File: config.mk
export PLATFORM = sky130hd
export DESIGN_NAME = load_store_unit
export DESIGN_NICKNAME = d
export VERILOG_FILES = /design/src/rtl/load_store_unit.sv
export SDC_FILE = /design/constraint.sdc
export NUM_CORES = 1
export LEC_CHECK = 0
export BUFFER_PORTS_ARGS = -buffer_cell sky130_fd_sc_hd__buf_4
export CAP_MARGIN = 10
export CORE_AREA = 5 5 139 141
export DETAILED_ROUTE_END_ITERATION = 10
export DIE_AREA = 0 0 144 146
export SETUP_SLACK_MARGIN = 0.4
export SLEW_MARGIN = 20
export SYNTH_ARGS = -nofsm -noshare
export SYNTH_HDL_FRONTEND = slang
export SYNTH_SLANG_ARGS = --single-unit
File: constraint.sdc
create_clock -name clk -period 5.76 [get_ports clk]
set_clock_uncertainty 0.2 [all_clocks]
set_input_delay 0.576 -clock clk [delete_from_list [all_inputs] [get_ports clk]]
set_output_delay 0.576 -clock clk [all_outputs]
set_load 0.02 [all_outputs]
File: src/rtl/load_store_unit.sv
`default_nettype none
// ============================================================================
// load_store_unit : RV32I byte/half/word load-store sequencer with
// read-modify-write for sub-word stores. Optional LSU_MISALIGN_TRAP_EN.
// Revision: 1.0
// ============================================================================
module load_store_unit #(
  parameter int ADDR_W  = 32,
  parameter int TIMEOUT = 0
) (
  input  logic              clk,
  input  logic              resetn,
  input  logic              req_valid,
  output logic              req_ready,
  input  logic              req_store,
  input  logic [2:0]        req_funct3,
  input  logic [ADDR_W-1:0] req_addr,
  input  logic [31:0]       req_wdata,
  output logic              rsp_valid,
  output logic [31:0]       rsp_rdata,
  output logic              rsp_err,
  output logic              mem_req,
  output logic              mem_we,
  output logic [ADDR_W-1:0] mem_addr,
  output logic [31:0]       mem_wdata,
  input  logic [31:0]       mem_rdata,
  input  logic              mem_ready
);

  localparam logic [31:0] C_TIMEOUT = 32'(TIMEOUT);

  typedef enum logic [1:0] {
    S_IDLE = 2'd0,
    S_RD   = 2'd1,
    S_WR   = 2'd2,
    S_RSP  = 2'd3
  } state_t;

  state_t            r_state;
  state_t            w_next;
  logic              r_store;
  logic [2:0]        r_funct3;
  logic [ADDR_W-1:0] r_addr;
  logic [31:0]       r_wdata;
  logic [31:0]       r_wword;
  logic [31:0]       r_rdata;
  logic              r_err;
  logic [31:0]       r_cnt;

  logic              w_accept;
  logic              w_illegal;
  logic              w_misalign;
  logic              w_timeout;
  logic [7:0]        w_byte;
  logic [15:0]       w_half;
  logic [31:0]       w_load;
  logic [31:0]       w_merge;

  assign w_accept  = req_valid && (r_state == S_IDLE);
  assign w_illegal = req_store ? (req_funct3 > 3'd2)
                               : ((req_funct3 == 3'd3) || (req_funct3 >= 3'd6));
  assign w_timeout = (C_TIMEOUT != 32'd0) && ((r_cnt + 32'd1) == C_TIMEOUT);

`ifdef LSU_MISALIGN_TRAP_EN
  assign w_misalign = ((req_funct3[1:0] == 2'd1) && req_addr[0]) ||
                      ((req_funct3[1:0] == 2'd2) && (req_addr[1:0] != 2'd0));
`else
  assign w_misalign = 1'b0;
`endif

  // Lane selection from the captured address; bit 0 is ignored for halves.
  assign w_byte = mem_rdata[{r_addr[1:0], 3'b000} +: 8];
  assign w_half = r_addr[1] ? mem_rdata[31:16] : mem_rdata[15:0];

  always_comb begin
    w_load = mem_rdata;
    case (r_funct3)
      3'd0:    w_load = {{24{w_byte[7]}}, w_byte};
      3'd1:    w_load = {{16{w_half[15]}}, w_half};
      3'd4:    w_load = {24'd0, w_byte};
      3'd5:    w_load = {16'd0, w_half};
      default: w_load = mem_rdata;
    endcase
  end

  always_comb begin
    w_merge = mem_rdata;
    if (r_funct3[1:0] == 2'd0)
      w_merge[{r_addr[1:0], 3'b000} +: 8] = r_wdata[7:0];
    else
      w_merge[{r_addr[1], 4'b0000} +: 16] = r_wdata[15:0];
  end

  always_ff @(posedge clk) begin
    if (!resetn) r_state <= S_IDLE;
    else         r_state <= w_next;
  end

  always_comb begin
    w_next    = r_state;
    req_ready = 1'b0;
    rsp_valid = 1'b0;
    rsp_rdata = 32'd0;
    rsp_err   = 1'b0;
    mem_req   = 1'b0;
    mem_we    = 1'b0;
    mem_addr  = '0;
    mem_wdata = 32'd0;
    case (r_state)
      S_IDLE: begin
        req_ready = 1'b1;
        if (req_valid) begin
          if (w_illegal || w_misalign)      w_next = S_RSP;
          else if (!req_store)              w_next = S_RD;
          else if (req_funct3 == 3'd2)      w_next = S_WR;
          else                              w_next = S_RD;
        end
      end
      S_RD: begin
        mem_req  = 1'b1;
        mem_addr = {r_addr[ADDR_W-1:2], 2'b00};
        if (mem_ready)      w_next = r_store ? S_WR : S_RSP;
        else if (w_timeout) w_next = S_RSP;
      end
      S_WR: begin
        mem_req   = 1'b1;
        mem_we    = 1'b1;
        mem_addr  = {r_addr[ADDR_W-1:2], 2'b00};
        mem_wdata = r_wword;
        if (mem_ready || w_timeout) w_next = S_RSP;
      end
      default: begin
        rsp_valid = 1'b1;
        rsp_rdata = r_rdata;
        rsp_err   = r_err;
        w_next    = S_IDLE;
      end
    endcase
  end

  // Completion by mem_ready takes priority over an expiring timeout.
  always_ff @(posedge clk) begin
    if (!resetn) begin
      r_store  <= 1'b0;
      r_funct3 <= 3'd0;
      r_addr   <= '0;
      r_wdata  <= 32'd0;
      r_wword  <= 32'd0;
      r_rdata  <= 32'd0;
      r_err    <= 1'b0;
      r_cnt    <= 32'd0;
    end else begin
      case (r_state)
        S_IDLE: begin
          if (w_accept) begin
            r_store  <= req_store;
            r_funct3 <= req_funct3;
            r_addr   <= req_addr;
            r_wdata  <= req_wdata;
            r_wword  <= req_wdata;
            r_rdata  <= 32'd0;
            r_err    <= w_illegal || w_misalign;
            r_cnt    <= 32'd0;
          end
        end
        S_RD: begin
          if (mem_ready) begin
            if (!r_store) r_rdata <= w_load;
            else          r_wword <= w_merge;
            r_cnt <= 32'd0;
          end else if (w_timeout) begin
            r_err <= 1'b1;
          end else begin
            r_cnt <= r_cnt + 32'd1;
          end
        end
        S_WR: begin
          if (!mem_ready) begin
            if (w_timeout) r_err <= 1'b1;
            else           r_cnt <= r_cnt + 32'd1;
          end
        end
        default: ;
      endcase
    end
  end

endmodule
`default_nettype wire
Word-level counts from Yosys, hierarchy flattened:

Cells that the tools add are included.

* register bits after elaboration: 119
* latch bits: 0
* memory bits (writable): 0
* memory bits (read-only): 0
* bits of input ports: 104
* output and inout port bits: 101
* memories: 0

* add/sub/neg operators: 2
* $mul: 0
* div/mod/pow operators: 0
* $lt $le $gt $ge: 2
* equal/unequal tests: 13
* shifts and indexed selects: 5
* multiplexer cells: 30
* bitwise gates (word level): 0
* reduce and logical (&&, ||, !) cells: 12

Operators with widths (number)
* 32-bit two-way mux: 10
* 32-bit one-hot mux with 2 select lines: 2
* 32-bit one-hot mux with 4 select lines: 1
* 32-bit bitwise mux: 2
* 16-bit by 7-bit variable shift with 32-bit output (first input constant): 1
* 8-bit by 7-bit variable shift with 32-bit output (first input constant): 1
* 16-bit by 7-bit indexed part select with 32-bit output: 1
* 32-bit by 6-bit indexed part select with 8-bit output: 1
* 8-bit by 7-bit indexed part select with 32-bit output: 1
* 16-bit two-way mux: 1
* 5-bit negator with 7-bit output: 2
* 2-bit two-way mux: 6
* 2-bit inequality test (second input constant): 6
* 4-bit AND reduction: 2
* 1-bit two-way mux: 7
* 3-bit by 2-bit equality test with 1-bit output (second input constant): 2
* 3-bit equality test (second input constant): 2
* 2-bit one-hot mux with 3 select lines: 1
* 2-bit logical NOT: 2
* 3-bit by 1-bit equality test with 1-bit output (second input constant): 1
* 3-bit >= comparator (second input constant): 1
* 3-bit by 2-bit greater-than comparator with 1-bit output (second input constant): 1
* 3-bit logical NOT: 1
* 3-bit AND reduction: 1
* 8 further kinds: 8

Logic depth before layout (Yosys ltp):

Gate-level depths: netlist of run 1.

* word-level depth: 7
* depth in mapped cells: 10
* mapped depth without buffers: 6

Least setup slack after synthesis of run 1:

OpenSTA, ideal clock, no wires.

* path type: reg2reg
* start: register r_addr[0]
* end: register r_wword[24]
* library setup time: 66 ps
* arrival time: 1980 ps
* setup slack: 3514 ps
* cell stages (with the launch flop): 10
* cell sequence: dfxtp_1 buf_2 inv_1 ha_1 or3b_1 buf_6 buf_12 o221ai_2 a31oi_1 a21oi_2

* word-level cells in the longest chain between the ends: 7
* elaborated cells between the ends (all ways): 8
* classes of those cells: 1 x add/sub; 2 x shift; 5 x mux

RTL lines
* start, declared: line 43 `logic [ADDR_W-1:0] r_addr;`
* start signal, assigned: line 158 `r_addr <= req_addr;`
* 5-bit negator with 7-bit output *: line 89 `w_merge[{r_addr[1:0], 3'b000} +: 8] = r_wdata[7:0];`
* 8-bit by 7-bit indexed part select with 32-bit output / 8-bit by 7-bit variable shift with 32-bit output (equally long branches): line 89
* 32-bit bitwise mux *: line 89
* 32-bit two-way mux *: line 88 `if (r_funct3[1:0] == 2'd0)`
* 32-bit two-way mux *: line 168 `if (!r_store) r_rdata <= w_load;`
* 32-bit two-way mux *: line 167 `if (mem_ready) begin`
* 32-bit one-hot mux with 2 select lines *: line 153 `case (r_state)`
* end signal, assigned: line 160 `r_wword <= req_wdata;`
* end signal, assigned: line 169 `else r_wword <= w_merge;`
* end, declared: line 45 `logic [31:0] r_wword;`

Mark *: on every way between the ends. The rest lies on a longest branch, timed or not. The select of a mux whose other input is x is not followed.
A chain may end at the register's enable or synchronous reset.

Worst setup path in the final report of run 1:

* start: register r_state[1]
* end: register r_wword[24]

* word-level cells in the longest chain between the ends: 4
* elaborated cells between the ends (all ways): 9
* classes of those cells: 4 x eq/ne; 1 x mux; 4 x reduce/logical

RTL lines
* start, declared: line 39 `state_t r_state;`
* start signal, assigned: line 96 `else r_state <= w_next;`
* 2-bit logical NOT: line 59, 153
* 1-bit logical AND: line 59 `assign w_accept = req_valid && (r_state == S_IDLE);`
* 2-bit inequality test (no source line)
* 4-bit AND reduction (no source line)

Several ways; a longest one is shown, not always the timed one.

==> flow_summary.json, run 1 <==
{
  "yosysMostFrequentCell": "nand2_1",
  "ir_worst_vdd_uv": 269,
  "cpMostUsedCell": "buf_4",
  "maxCapViolCount": 0,
  "final_area_sq_um": 9070,
  "p_leak_nw": 3.76,
  "drtAntennaViolNets": 0,
  "place.gp.congestion": 0.858,
  "synth_compound_area_frac": 0.251,
  "clockBufferDepth": 2,
  "io_pins": 205,
  "drtIter0Drc": 531,
  "crit_start": "r_state[1]",
  "critPathKind": "reg2reg",
  "min_period_ps": 3130,
  "cpLargestDelayFamily": "buffers and inverters",
  "root_buffer": "clkbuf_16",
  "final_max_slew_viol_count": 0,
  "synth-main-ff-cell": "dfxtp_1",
  "r2r_setup_slack_ps": 2630,
  "top_layer": "met4",
  "cts-htree-levels": 4,
  "synth_top_family_by_area": "simple AND/OR/NAND/NOR gates",
  "fp.dieH_um": 146,
  "final_nets": 1154,
  "hold_viol_final": 0,
  "utilization": 0.509,
  "rsz0062_at_grt": "false",
  "antennaDiodeCount": 0,
  "synthTopCellsByArea": "dfxtp_1 34%, nand2_1 10%, and2_1 8.7%",
  "grt_max_degree": 70,
  "routed_wl_um": 23400,
  "crit_end": "r_wword[24]",
  "syn_avg_cell_area_sq_um": 7.86,
  "period_share": 0.544,
  "tightest_slew_ps": 1120,
  "antenna_found_initial": 0,
  "m1WireLength_um": 9820,
  "rows": 49,
  "cts.sink_count": 119,
  "cp_cell_sequence": "inv_1 -> ha_2 -> buf_4 -> mux2i_1 -> a21oi_4 -> buf_4 -> o21ai_0 -> a21oi_2",
  "wl_met2_um": 11300,
  "crit-reg2reg-launch": "r_state[1]",
  "place_area_sq_um": 8430,
  "synth_common_cells": "190 x nand2_1, 119 x dfxtp_1, 98 x and2_1",
  "ys_seq_area_frac": 0.338,
  "totalPowerFinal_mw": 3.87,
  "min_path_type": "in2reg",
  "outcome": "finished, final reports clean",
  "post_cts_resized": 0,
  "track_usage": 0.218,
  "syn_area_sq_um": 7040,
  "vias_per_cell": 5.44,
  "die_w_um": 144,
  "cp_num_buf_inv": 3,
  "post_cts_buffers": 0,
  "clk_pin_slew_worst_paths_ps": 60,
  "worstSetupPathDepth": 8,
  "rr_endpoint": "r_wword[24]",
  "ys_async_sr_fraction": 0,
  "synth-xor-area-share": 0,
  "arrival_ps": 3290,
  "dpl.cell_count": 1251,
  "grt_pass1_vias": 6514,
  "synthAdderAreaFrac": 0.0160,
  "start_kind": "flop",
  "hpwl_um": 16600,
  "fin_cells": 1283,
  "grt_pass1_wl_um": 36200,
  "portBuffers": 202,
  "synth_area_leader_cell": "dfxtp_1",
  "end_kind": "flop",
  "synth_cells": 896,
  "gr-total-overflow": 0,
  "worst-r2r-cell-count": 8,
  "setup_viol": 0,
  "numCtsBuffers": 17,
  "core_area_sq_um": 17800,
  "power_density_nw_per_um2": 427,
  "hold_buffers": 0,
  "muxShareOfSynthArea": 0.0402,
  "fmaxAchievable_mhz": 319,
  "ys_warn_count": 0,
  "synth-edff-count": 0,
  "dr.pass1.iters": 5,
  "dieArea_sq_um": 21000,
  "drive_gt1_frac": 0.272,
  "critPathMaxFanout": 69,
  "wl_met3_um": 1920,
  "slew_headroom": 0.253,
  "cp_slowest_cell": "a21oi_4",
  "cts_tree": "done",
  "clk_latency_ps": 430,
  "synth_top_area_share": 0.338,
  "cp_data_required_time_ps": 5920,
  "start_util": 0.395,
  "ys_types": 56,
  "setup_tns_ps": 0,
  "vias": 6979,
  "synthSimpleGateAreaFrac": 0.270,
  "syn_to_final_growth_pct": 28.8,
  "post_drt_wl_per_cell_um": 18.3,
  "critPathMaxStageDelay_ps": 720,
  "synth_seq_cells": 119,
  "drcViolationCount": 0
}
layout by cell type (no fill, tap or decap), types with 3 or more instances in the layout:
master	instances
nor2b_1	9
a21oi_2	9
dfxtp_1	118
mux2_2	8
a32o_1	8
ha_1	6
a211oi_1	15
a31oi_1	32
clkinv_4	3
nand3b_1	8
nor2_1	9
clkbuf_16	17
inv_1	28
ha_2	3
nor4b_1	8
and2_1	97
nand2_1	189
o21ai_1	30
and2b_4	6
buf_4	208
o221ai_2	9
mux2i_1	17
a221o_1	8
a32oi_1	16
a21oi_1	64
nand3_1	17
nand2b_1	20
o211ai_1	8
o221ai_1	22
bufinv_16	4
o21ai_0	20
clkinvlp_4	6
where the power goes:
group / internal [mW] / total [mW] / leakage [nW] / switching (mW)
Combinational: 0.573 / 1.53 / 2.49 / 0.960
Sequential: 1.03 / 1.18 / 0.975 / 0.152
Clock: 0.737 / 1.16 / 0.291 / 0.423
Total: 2.34 / 3.87 / 3.76 / 1.54
routing by layer:
layer / track usage / up-vias
li1: - / 3425
met1: 0.277 / 3306
met2: 0.352 / 223
met3: 0.0716 / 25
met4: 0.0584 / 0
met5: 0 / -
kinds of logic (layout without fill, tap and decap cells):
group	after synthesis	count (layout)
AOI/OAI and AO/OA	253	253
adders and majority gates	9	9
buffers and inverters	113	270
DFF	119	119
muxes	26	26
other	1	2
and+or+nand+nor	375	375
worst min-delay path by stage:
| stage | cells past startpoint | start | slack (ps) | end |
|---|---|---|---|---|
| after global routing | 3 | mem_rdata[29] | 170 | r_rdata[29] |
| final | 3 | mem_rdata[29] | 180 | r_rdata[29] |
| after floorplan | 2 | r_addr[10] | 230 | r_addr[10] |
| after CTS | 3 | mem_rdata[29] | 160 | r_rdata[29] |
| after global placement | 2 | r_addr[25] | 240 | r_addr[25] |
| after detailed placement | 2 | r_addr[7] | 240 | r_addr[7] |
cell type report:
type / count / area (sq um)
Fill cell: 1801 / 8770
Multi-Input combinational cell: 665 / 4090
Sequential cell: 119 / 2380
Timing Repair Buffer: 208 / 1560
Clock buffer: 18 / 439
Tap cell: 229 / 287
Clock inverter: 14 / 200
Inverter: 30 / 113
worst reg2reg max path, cell delays in order (launching register included):
cell and delay [ps]:
dfxtp_1 340, inv_1 90, ha_2 160, buf_4 510
mux2i_1 270, a21oi_4 720, buf_4 450, o21ai_0 180
a21oi_2 150
sequential cells by signal (all words and copies together), names as in the netlist:
name,cells
r_wword,32
r_funct3,3
r_state,2
r_rdata,32
r_addr,32
r_wdata,16
r_store,1
r_err,1
per-stage QoR:
step,setup slack [ps],hold WS [ps]
6_report,2630,178
5_1_grt,2390,166
4_1_cts,2620,161
3_5_place_dp,2630,242
3_3_place_gp,2740,238
2_1_floorplan,3510,232
Power figures use the tool's default switching activity.
==> inputs of run 2 (changes only) <==
==> constraint.sdc (replaced) <==
create_clock -name clk -period 3 [get_ports clk]
set_clock_uncertainty 0.2 [all_clocks]
set_input_delay 0.3 -clock clk [delete_from_list [all_inputs] [get_ports clk]]
set_output_delay 0.3 -clock clk [all_outputs]
set_load 0.02 [all_outputs]
==> flow_summary.json, run 2 (same netlist as run 1, synthesis figures left out) <==
{
  "drtAntennaViolNets": 0,
  "root_buffer": "clkbuf_16",
  "fin_cells": 1370,
  "hold_path_end": "r_wword[16]",
  "place.gp.congestion": 0.907,
  "grt_pass1_vias": 7158,
  "critPathMaxFanout": 23,
  "top_regs": "r_addr (32), r_rdata (32), r_wword (32)",
  "critPathKind": "reg2out",
  "clk_pin_slew_worst_paths_ps": 60,
  "vias_per_cell": 5.31,
  "cp_data_required_time_ps": 2500,
  "clockBufferDepth": 2,
  "utilization": 0.556,
  "arrival_ps": 1910,
  "post_drt_wl_per_cell_um": 18.1,
  "layout_commonest_cell": "buf_4",
  "track_usage": 0.234,
  "grt_pass1_wl_um": 38900,
  "start_kind": "flop",
  "final_nets": 1242,
  "slew_headroom": 0.476,
  "r2r_setup_slack_ps": 600,
  "routed_wl_um": 24900,
  "tightest_slew_ps": 787,
  "drive_gt1_frac": 0.260,
  "drcViolationCount": 0,
  "min_period_ps": 2410,
  "hold_path_startpoint": "req_wdata[16]",
  "die_w_um": 144,
  "dr.pass1.iters": 7,
  "numCtsBuffers": 17,
  "power_density_nw_per_um2": 773,
  "cts_tree": "done",
  "core_area_sq_um": 17800,
  "worst-r2r-cell-count": 6,
  "p_leak_nw": 4.17,
  "rr_endpoint": "r_rdata[31]",
  "rows": 49,
  "fp.dieH_um": 146,
  "hpwl_um": 17500,
  "hold_depth": 3,
  "period_share": 0.802,
  "antenna_found_initial": 0,
  "dpl_worst_slack_ps": 619,
  "outcome": "finished, final reports clean",
  "drtIter0Drc": 515,
  "hold_viol_final": 0,
  "finalWorstSetupSlack_ps": 593,
  "post_cts_buffers": 0,
  "antennaDiodeCount": 0,
  "gr-total-overflow": 0,
  "dieArea_sq_um": 21000,
  "setup_viol": 0,
  "syn_to_final_growth_pct": 41.0,
  "crit-reg2reg-launch": "r_state[1]",
  "clk_latency_ps": 410,
  "cts-htree-levels": 4,
  "maxCapViolCount": 0,
  "portBuffers": 202,
  "final_area_sq_um": 9930,
  "dpl.cell_count": 1266,
  "fmaxAchievable_mhz": 415,
  "vias": 7277,
  "setup_tns_ps": 0,
  "ir_worst_vdd_uv": 670,
  "min_path_type": "in2reg",
  "layout_common_cells": "221 x buf_4, 189 x nand2_1, 118 x dfxtp_1",
  "final_max_slew_viol_count": 0,
  "cts.sink_count": 119,
  "start_util": 0.395,
  "place_area_sq_um": 8550,
  "rsz0062_at_grt": "false",
  "end_kind": "output port",
  "grt_max_degree": 58,
  "io_pins": 205
}
run 2: final cells by class:
class	instances	area (sq um)
flip-flops and latches	119	2380
fillers	1722	7920
well taps	229	287
repair buffers	296	2420
clock inverters	10	175
multi-input cells	665	4090
inverters	30	113
clock buffers	21	460
run 2: power by group:
group | switching [mW] | total, mW | leakage, nW | internal, mW
Combinational | 1.94 | 3.19 | 2.88 | 1.25
Sequential | 0.276 | 2.25 | 0.975 | 1.98
Clock | 0.727 | 2.23 | 0.316 | 1.51
Total | 2.95 | 7.68 | 4.17 | 4.73
run 2: worst max-delay path, stage by stage (launching register included):
cell and delay (ps):
dfxtp_1 380, inv_1 80, ha_2 420, buf_4 270, and2_1 180, buf_4 140
run 2: how the worst max path moves through the flow:
stage / depth (start not counted) / slack (ps) / to / start
finish: 5 / 590 / mem_addr[14] / r_state[0]
global route: 6 / 450 / r_wword[18] / r_addr[1]
CTS: 5 / 500 / mem_addr[30] / r_state[0]
detailed placement: 7 / 620 / r_wword[25] / r_state[0]
global placement: 7 / 640 / r_wword[25] / r_state[0]
floorplan: 9 / 750 / r_wword[24] / r_addr[0]
run 2: what timing repair did:
action	4_1_cts	5_1_grt
hold buffers	73	0
gates resized for setup	0	2
hold endpoints to repair	82	0
setup endpoints to repair	0	11
run 2: per-layer routing:
metal,share of wire,global-route usage,wire length [um],vias up
li1,-,-,-,3600
met1,0.42,0.300,10500,3389
met2,0.48,0.376,11800,244
met3,0.072,0.0615,1800,44
met4,0.030,0.0833,743,0
met5,0,0,0,-
run 2: through the flow:
stage / hold WS (ps) / power [mW]
2_1_floorplan: 218 / 4.47
3_3_place_gp: 238 / 5.35
3_5_place_dp: 242 / 5.37
4_1_cts: 1.59 / 7.69
5_1_grt: 5.04 / 8.15
6_report: 4.69 / 7.68
